$ cat config.mk
export PLATFORM = sky130hd
export DESIGN_NAME = mem_arbiter
export DESIGN_NICKNAME = d
export VERILOG_FILES = /design/src/rtl/mem_arbiter.sv
export SDC_FILE = /design/constraint.sdc
export NUM_CORES = 1
export LEC_CHECK = 0
export ABC_CLOCK_PERIOD_IN_PS = 7700
export BUFFER_PORTS_ARGS = -buffer_cell sky130_fd_sc_hd__buf_4
export CELL_PAD_IN_SITES_DETAIL_PLACEMENT = 1
export CELL_PAD_IN_SITES_GLOBAL_PLACEMENT = 1
export CORE_AREA = 2 2 124 126
export CTS_BUF_LIST = sky130_fd_sc_hd__clkbuf_2 sky130_fd_sc_hd__clkbuf_4 sky130_fd_sc_hd__clkbuf_8
export DETAILED_ROUTE_END_ITERATION = 12
export DIE_AREA = 0 0 126 128
export MAX_ROUTING_LAYER = met4
export PLACE_DENSITY = 0.95
export SYNTH_ARGS = -nofsm -noshare
export SYNTH_HDL_FRONTEND = slang
export SYNTH_SLANG_ARGS = --single-unit
$ cat constraint.sdc
create_clock -name ARB_Clk_In -period 7.7 [get_ports ARB_Clk_In]
set_input_delay 1.54 -clock ARB_Clk_In [delete_from_list [all_inputs] [get_ports ARB_Clk_In]]
set_output_delay 1.54 -clock ARB_Clk_In [all_outputs]
set_load 0.05 [all_outputs]
$ cat src/rtl/mem_arbiter.sv
// mem_arbiter: D-priority two-requester sequencer onto one memory port.
// Define ARB_TIMEOUT_EN to add the abort counter and sticky error flag.
module mem_arbiter #(
  parameter int DATAWIDTH      = 32,
  parameter int TIMEOUT_CYCLES = 255,
  parameter int TO_WIDTH       = 8
) (
  input  logic                 ARB_Clk_In,
  input  logic                 ARB_Reset_In,
  input  logic                 ARB_I_Req_In,
  input  logic [DATAWIDTH-1:0] ARB_I_Addr_InBUS,
  output logic [DATAWIDTH-1:0] ARB_I_Rdata_OutBUS,
  output logic                 ARB_I_Valid_Out,
  input  logic                 ARB_D_Req_In,
  input  logic                 ARB_D_Write_In,
  input  logic [DATAWIDTH-1:0] ARB_D_Addr_InBUS,
  input  logic [DATAWIDTH-1:0] ARB_D_Wdata_InBUS,
  input  logic [3:0]           ARB_D_Byteen_InBUS,
  output logic [DATAWIDTH-1:0] ARB_D_Rdata_OutBUS,
  output logic                 ARB_D_Valid_Out,
  output logic                 ARB_M_Req_Out,
  output logic                 ARB_M_Write_Out,
  output logic [DATAWIDTH-1:0] ARB_M_Addr_OutBUS,
  output logic [DATAWIDTH-1:0] ARB_M_Wdata_OutBUS,
  output logic [3:0]           ARB_M_Byteen_OutBUS,
  input  logic                 ARB_M_Ack_In,
  input  logic                 ARB_M_Rvalid_In,
  input  logic [DATAWIDTH-1:0] ARB_M_Rdata_InBUS,
  output logic [1:0]           ARB_Grant_OutBUS,
  output logic                 ARB_Busy_Out,
  output logic                 ARB_Error_Out
);

  typedef enum logic [2:0] {
    S_IDLE, S_I_ADDR, S_I_WAIT, S_D_ADDR, S_D_WAIT
  } state_e;

  if ((1 << TO_WIDTH) <= TIMEOUT_CYCLES) begin : g_to_width_chk
    $error("TO_WIDTH too narrow for TIMEOUT_CYCLES");
  end

  state_e               state_q;
  logic                 m_req_q, m_write_q;
  logic [DATAWIDTH-1:0] m_addr_q, m_wdata_q;
  logic [3:0]           m_be_q;
  logic [DATAWIDTH-1:0] i_rdata_q, d_rdata_q;
  logic                 i_valid_q, d_valid_q;
  logic [1:0]           grant_q;

  logic i_take, d_take, in_addr, in_wait, own_d, done;

  // A requester still showing its completion pulse is not re-granted.
  always_comb begin
    i_take  = ARB_I_Req_In & ~i_valid_q;
    d_take  = ARB_D_Req_In & ~d_valid_q;
    in_addr = (state_q == S_I_ADDR) | (state_q == S_D_ADDR);
    in_wait = (state_q == S_I_WAIT) | (state_q == S_D_WAIT);
    own_d   = (state_q == S_D_ADDR) | (state_q == S_D_WAIT);
    done    = (in_addr & ARB_M_Ack_In & (m_write_q | ARB_M_Rvalid_In))
            | (in_wait & ARB_M_Rvalid_In);
  end

`ifdef ARB_TIMEOUT_EN
  localparam logic [TO_WIDTH-1:0] TO_LIMIT =
    TO_WIDTH'(TIMEOUT_CYCLES - 1);
  logic [TO_WIDTH-1:0] to_cnt_q;
  logic                err_q;
`endif

  always_ff @(posedge ARB_Clk_In or posedge ARB_Reset_In) begin
    if (ARB_Reset_In) begin
      state_q   <= S_IDLE;
      m_req_q   <= 1'b0;
      m_write_q <= 1'b0;
      m_addr_q  <= '0;
      m_wdata_q <= '0;
      m_be_q    <= '0;
      i_rdata_q <= '0;
      d_rdata_q <= '0;
      i_valid_q <= 1'b0;
      d_valid_q <= 1'b0;
      grant_q   <= '0;
`ifdef ARB_TIMEOUT_EN
      to_cnt_q  <= '0;
      err_q     <= 1'b0;
`endif
    end else begin
      i_valid_q <= 1'b0;
      d_valid_q <= 1'b0;
`ifdef ARB_TIMEOUT_EN
      to_cnt_q  <= (state_q == S_IDLE) ? '0 : to_cnt_q + 1'b1;
`endif
      unique case (state_q)
        S_IDLE: begin
          if (d_take) begin
            state_q   <= S_D_ADDR;
            m_req_q   <= 1'b1;
            m_write_q <= ARB_D_Write_In;
            m_addr_q  <= ARB_D_Addr_InBUS;
            m_wdata_q <= ARB_D_Wdata_InBUS;
            m_be_q    <= ARB_D_Byteen_InBUS;
            grant_q   <= 2'b10;
          end else if (i_take) begin
            state_q   <= S_I_ADDR;
            m_req_q   <= 1'b1;
            m_write_q <= 1'b0;
            m_addr_q  <= ARB_I_Addr_InBUS;
            m_wdata_q <= '0;
            m_be_q    <= 4'b1111;
            grant_q   <= 2'b01;
          end
        end
        S_I_ADDR, S_D_ADDR, S_I_WAIT, S_D_WAIT: begin
          if (done) begin
            state_q <= S_IDLE;
            m_req_q <= 1'b0;
            grant_q <= '0;
            if (own_d) begin
              d_valid_q <= 1'b1;
              if (!m_write_q) d_rdata_q <= ARB_M_Rdata_InBUS;
            end else begin
              i_valid_q <= 1'b1;
              i_rdata_q <= ARB_M_Rdata_InBUS;
            end
          end
`ifdef ARB_TIMEOUT_EN
          else if (to_cnt_q == TO_LIMIT) begin
            state_q <= S_IDLE;
            m_req_q <= 1'b0;
            grant_q <= '0;
            err_q   <= 1'b1;
            if (own_d) begin
              d_valid_q <= 1'b1;
              d_rdata_q <= '0;
            end else begin
              i_valid_q <= 1'b1;
              i_rdata_q <= '0;
            end
          end
`endif
          else if (in_addr && ARB_M_Ack_In) begin
            state_q <= own_d ? S_D_WAIT : S_I_WAIT;
            m_req_q <= 1'b0;
          end
        end
        default: state_q <= S_IDLE;
      endcase
    end
  end

  assign ARB_I_Rdata_OutBUS  = i_rdata_q;
  assign ARB_I_Valid_Out     = i_valid_q;
  assign ARB_D_Rdata_OutBUS  = d_rdata_q;
  assign ARB_D_Valid_Out     = d_valid_q;
  assign ARB_M_Req_Out       = m_req_q;
  assign ARB_M_Write_Out     = m_write_q;
  assign ARB_M_Addr_OutBUS   = m_addr_q;
  assign ARB_M_Wdata_OutBUS  = m_wdata_q;
  assign ARB_M_Byteen_OutBUS = m_be_q;
  assign ARB_Grant_OutBUS    = grant_q;
  assign ARB_Busy_Out        = (state_q != S_IDLE);
`ifdef ARB_TIMEOUT_EN
  assign ARB_Error_Out       = err_q;
`else
  assign ARB_Error_Out       = 1'b0;
`endif

endmodule

==> results_dict.tcl, run 1 <==
set metrics [dict create \
    avgSynthCellArea_um2 13.7 \
    grt_max_degree 86 \
    hold_ws_ns 0.501 \
    place_area_um2 7820 \
    ant_nets 0 \
    stdcell_count 884 \
    start_util 0.379 \
    period_needed_ns 3.31 \
    viasPerCell 5.02 \
    r2r-start "ARB_D_Valid_Out$_DFF_PP0_" \
    yosysTopAreaCell "dfrtp_1" \
    synth-edff-count 0 \
    ys.flop_type "dfrtp_1" \
    cts.sinks 141 \
    place_hpwl_um 12700 \
    first_pass_iters 4 \
    drt_iter0_drc 168 \
    async_flop_share 1.00 \
    hold_path.startpoint "ARB_M_Addr_OutBUS[0]$_DFFE_PP0P_" \
    fp.coreArea_um2 14900 \
    tritoncts "done" \
    synth_most_common_cell "dfrtp_1" \
    synth_top_area_share 0.626 \
    tns_ns 0 \
    p_leak_nw 4.16 \
    die_area_um2 16100 \
    synth_compound_area_frac 0.109 \
    pre_cts_slack_ns 3.92 \
    clk-insertion-delay-late_ns 0.43 \
    ys_warn_count 0 \
    worst_path_largest_cell_delay_ns 0.65 \
    synth.area.top_cells "dfrtp_1 63%, mux2_2 11%, mux2i_1 5.9%" \
    synth_adder_area_share 0 \
    synth-xor-area-share 0.00155 \
    critPathLaunch "ARB_D_Req_In" \
    crit_arrival_ns 3.58 \
    synth_top_family_by_area "multiplexers" \
    reg2reg_slack_ns 5.20 \
    start_kind "input pin" \
    numPortBuffers 277 \
    critPathCaptureType "register" \
    switching_share 0.498 \
    grt_pass1_wl_um 26400 \
    maxSlewViolCount 0 \
    pwr-share-seq 0.290 \
    syn_to_final_growth_pct 46.6 \
    crit_end "ARB_M_Addr_OutBUS[1]$_DFFE_PP0P_" \
    slowest_stage "buf_4" \
    setup_ws_ns 4.39 \
    vdd_drop_max_mv 0.324 \
    synth.yosys.seq_area_share 0.626 \
    die_y_um 128 \
    cellPowerDensity_nw_per_um2 551 \
    clk_pin_slew_worst_paths_ns 0.08 \
    numPlacedInstances 852 \
    path_class "input pin to register" \
    netlist_area_um2 5640 \
    rsz0062_at_grt "no" \
    grtUsageTotal 0.216 \
    antenna_cells 0 \
    final_area_um2 8270 \
    htreeDepth 4 \
    ios 279 \
    antenna_found_initial 0 \
    finalSetupViolCount 0 \
    cp.required_ns 7.97 \
    hold_buffers 0 \
    hp-class "register to register" \
    p_clk_frac 0.148 \
    synth-seq-cells 141 \
    timing.fmax_mhz 302 \
    post_cts_resized 0 \
    gp_congestion 0.847 \
    hold_violations 0 \
    drc 0 \
    crit_path_max_fanout 73 \
    comb_power_share 0.561 \
    worstPathCellList "buf_4, nand2b_2, buf_4, a21o_2, buf_4, o21ai_0" \
    wl_um 16900 \
    die_x_um 126 \
    cts_max_path_buffers 2 \
    drive_above_1_share 0.540 \
    worstRegToRegCells 5 \
    tightestPinTransition_ns 1.07 \
    synthSimpleGateAreaFrac 0.0388 \
    num_rows 45 \
    period_share 0.430 \
    skew_ns 0.00959 \
    cellInternalPower_mw 2.29 \
    post-cts-setup-buffers 0 \
    numCtsBuffers 17 \
    yosys-top-cells-count "141 x dfrtp_1, 55 x mux2_2, 34 x nand2_1, 33 x a22o_1, 33 x mux2i_1" \
    clockRootBuffer "clkbuf_8" \
    cpMostUsedCell "buf_4" \
    status "complete, no violations" \
    vias 4437 \
    grt_pass1_vias 4910 \
    relSlewSlack 0.284 \
    routedWlPerCell_um 19.1 \
    power_switching_mw 2.27 \
    r2r_end "ARB_M_Addr_OutBUS[1]$_DFFE_PP0P_" \
    synth.distinct_cells 37 \
    syn_nets 551 \
    layout.nets 822 \
    muxShareOfSynthArea 0.188 \
    drv_cap 0 \
    globalRoute.totalOverflow 0 \
    synth_cells 412 \
]
[cell usage in the layout (no fill, tap or decap), drive strengths merged, types with 3 or more instances in the layout]
cell	count
nand2	34
clkbuf	20
a22o	33
nand3	3
clkinv	3
mux2	65
o21ai	36
inv	7
a21oi	5
dfrtp	141
o22a	4
buf	282
nand2b	5
mux2i	33
bufinv	4
nor2	3
[layer usage]
metal	GRT usage	part of all wire	vias up	wire [um]
met4	0.0608	0.012	0	205
met2	0.362	0.51	197	8630
met3	0.0768	0.085	14	1440
li1	-	-	2011	-
met5	-	0	-	0
met1	0.245	0.39	2215	6640
[per-stage QoR]
step                 util  power, mW
floorplan               -       3.09
global placement    0.526       3.79
detailed placement  0.526       3.90
CTS                 0.556       4.59
global route        0.556       4.75
finish              0.556       4.55
[area by class of cell]
type                            instances  area [um^2]
Clock inverter                         12          181
Fill cell                            1541         6600
Tap cell                              188          235
Clock buffer                           20          269
Timing Repair Buffer                  282         2120
Multi-Input combinational cell        238         1920
Sequential cell                       141         3530
Inverter                                3         16.3
[worst max-delay path, delay by kind of cell]
| kind | cells | cell delay [ns] |
|---|---|---|
| buf+inv | 3 | 1.23 |
| simple gates | 1 | 0.05 |
| compound gates | 2 | 0.71 |
[worst min-delay path by stage]
stage | to | slack [ns] | cells after the start
finish | ARB_M_Addr_OutBUS[0]$_DFFE_PP0P_ | 0.50 | 2
global route | ARB_M_Addr_OutBUS[9]$_DFFE_PP0P_ | 0.52 | 2
CTS | ARB_M_Addr_OutBUS[6]$_DFFE_PP0P_ | 0.50 | 2
detailed placement | ARB_M_Addr_OutBUS[6]$_DFFE_PP0P_ | 0.48 | 2
global placement | ARB_M_Addr_OutBUS[5]$_DFFE_PP0P_ | 0.47 | 2
floorplan | ARB_M_Req_Out$_DFFE_PP0P_ | 0.54 | 2
[flip-flops by register name, indices dropped and copies added (netlist names)]
signal               flops
ARB_M_Byteen_OutBUS      4
ARB_M_Wdata_OutBUS      32
ARB_I_Rdata_OutBUS      32
ARB_Grant_OutBUS         2
state_q                  3
ARB_M_Req_Out            1
ARB_I_Valid_Out          1
ARB_M_Write_Out          1
ARB_M_Addr_OutBUS       32
ARB_D_Rdata_OutBUS      32
ARB_D_Valid_Out          1
[kinds of logic after synthesis]
logic type / after synthesis
simple gates: 50
mux: 98
other cells: 1
xor+xnor: 1
compound gates: 88
flops: 141
buf+inv: 33
[power groups by stage]
| stage | logic, mW | registers, mW | clock network [mW] |
|---|---|---|---|
| 4_1_cts | 2.58 | 1.32 | 0.687 |
| 3_3_place_gp | 2.50 | 1.29 | 0 |
| 2_1_floorplan | 0.629 | 2.46 | 0 |
| 6_report | 2.56 | 1.32 | 0.674 |
| 3_5_place_dp | 2.58 | 1.33 | 0 |
| 5_1_grt | 2.67 | 1.36 | 0.721 |
Note: power is estimated with default switching activity, not from simulation.
==> run 2: changes to the inputs <==
- ABC_CLOCK_PERIOD_IN_PS: 7700 -> 3100
- CORE_AREA: 2 2 124 126 -> 2 2 129 131
- DIE_AREA: 0 0 126 128 -> 0 0 131 133
- PLACE_DENSITY: 0.95 -> 0.9
- clock period: 7.7 -> 3.1 ns (I/O delays scaled with it)
==> run 2 against run 1 <==
- clock-buffer cell count unchanged
- register-to-register slack got worse by 4.3 ns
- via count decreased by 0.68%
- sequential power increased by 150%
- routed wire length increased by 2.4%
- critical path depth decreased by 4
- total power increased by 150%
- die area increased by 8.0%
- hold slack got worse by 0.19 ns
- clock power increased by 140%
- largest cell class unchanged
- highest routed layer unchanged
==> results_dict.tcl, run 2 (synthesized netlist as in run 1, its figures left out) <==
set metrics [dict create \
    power_mw 11.3 \
    cellInternalPower_mw 5.60 \
    tns_ns 0 \
    antenna_found_initial 0 \
    comb_power_share 0.568 \
    crit_path_max_fanout 12 \
    timing.fmax_mhz 430 \
    ios 279 \
    hold_buffers 0 \
    hp-class "input pin to async pin" \
    worstRegToRegCells 4 \
    reg2reg_slack_ns 0.88 \
    vdd_drop_max_mv 0.855 \
    r2r_end "ARB_M_Wdata_OutBUS[30]$_DFFE_PP0P_" \
    path_class "register to primary output" \
    drive_above_1_share 0.542 \
    crit_arrival_ns 1.71 \
    cp.depth 2 \
    grtUsageTotal 0.209 \
    place_hpwl_um 13000 \
    cts.sinks 141 \
    wl_um 17300 \
    numPlacedInstances 885 \
    viasPerCell 4.81 \
    mostFrequentLayoutCells "282 x buf_4, 141 x dfrtp_1, 55 x mux2_2" \
    critPathLaunch "state_q[2]$_DFFE_PP0P_" \
    p_leak_nw 4.16 \
    critical_path.top_delay_family "flip-flops" \
    die_area_um2 17400 \
    crit_end "ARB_Busy_Out" \
    period_share 0.751 \
    worst_path_largest_cell_delay_ns 0.52 \
    routedWlPerCell_um 18.9 \
    cp.required_ns 2.48 \
    nFillCells 1701 \
    tightestPinTransition_ns 0.926 \
    switching_share 0.504 \
    power_switching_mw 5.68 \
    rsz0062_at_grt "no" \
    grt_pass1_wl_um 27000 \
    cts_max_path_buffers 2 \
    syn_to_final_growth_pct 47.3 \
    stdcell_count 917 \
    slowest_stage "dfrtp_1" \
    die_y_um 133 \
    clk-insertion-delay-late_ns 0.43 \
    start_kind "register" \
    die_x_um 131 \
    post_cts_resized 0 \
    htreeDepth 4 \
    final_common_cell "buf_4" \
    numCtsBuffers 17 \
    num_rows 47 \
    clockRootBuffer "clkbuf_8" \
    period_needed_ns 2.33 \
    worstPathCellList "or3_1, buf_4" \
    grt_max_degree 97 \
    hold_violations 0 \
    ant_nets 0 \
    first_pass_iters 5 \
    p_clk_frac 0.142 \
    clk_pin_slew_worst_paths_ns 0.08 \
    critPathCaptureType "primary output" \
    finalSetupViolCount 0 \
    fp.coreArea_um2 16200 \
    grt_pass1_vias 5133 \
    cellPowerDensity_nw_per_um2 1360 \
    gp_congestion 0.732 \
    pwr-share-seq 0.290 \
    vias 4407 \
    antenna_cells 0 \
    numPortBuffers 277 \
    relSlewSlack 0.383 \
    maxSlewViolCount 0 \
    start_util 0.349 \
    post-cts-setup-buffers 0 \
    globalRoute.totalOverflow 0 \
    tritoncts "done" \
    r2r-start "state_q[2]$_DFFE_PP0P_" \
    path_buf_inv 1 \
    status "complete, no violations" \
    drv_cap 0 \
    drt_iter0_drc 129 \
    skew_ns 0.0131 \
    drc 0 \
    layout.nets 823 \
]
run 2: routing by layer:
layer,vias to the layer above,part of all wire,GRT usage
met4,0,0.024,0.0768
met3,35,0.093,0.0720
li1,1999,-,-
met5,-,0,-
met2,209,0.50,0.353
met1,2164,0.38,0.226
run 2: how the worst min path moves through the flow:
stage	to	startpoint	cells after the start
2_1_floorplan	ARB_M_Req_Out$_DFFE_PP0P_	state_q[2]$_DFFE_PP0P_	2
3_3_place_gp	ARB_Grant_OutBUS[1]$_DFFE_PP0P_	ARB_Grant_OutBUS[1]$_DFFE_PP0P_	1
3_5_place_dp	ARB_Grant_OutBUS[1]$_DFFE_PP0P_	ARB_Grant_OutBUS[1]$_DFFE_PP0P_	1
4_1_cts	ARB_M_Write_Out$_DFFE_PP0P_	ARB_Reset_In	3
5_1_grt	ARB_D_Rdata_OutBUS[8]$_DFFE_PP0P_	ARB_Reset_In	3
6_report	ARB_D_Rdata_OutBUS[8]$_DFFE_PP0P_	ARB_Reset_In	3
run 2: tightest hold or removal path: stages:
cell and delay [ns]:
buf_4 0.12, clkinvlp_4 0.08, buf_12 0.35
run 2: per-stage QoR:
step                       util  area, um^2  hold WS (ns)  setup WS, ns
after detailed placement  0.487        7880         0.478         0.709
after global routing      0.514        8310         0.343         0.644
after CTS                 0.514        8310         0.327         0.746
after global placement    0.487        7880         0.466         0.822
final                     0.514        8310         0.312         0.773
after floorplan               -        5640         0.545         0.717
run 2: final cells by class:
type                    instances  area, um^2  area share
multi-input cells             238        1920       0.231
flip-flops and latches        141        3530       0.425
repair buffers                283        2140       0.257
well taps                     220         275      0.0331
inverters                       3        15.0     0.00181
clock inverters                12         160      0.0193
clock buffers                  20         269      0.0324
run 2: power by group through the flow:
stage               clock network, mW  logic, mW  registers (mW)
floorplan                           0       1.56            6.12
global placement                    0       6.26            3.20
detailed placement                  0       6.46            3.29
CTS                              1.65       6.47            3.27
global route                     1.73       6.72            3.38
finish                           1.60       6.41            3.27
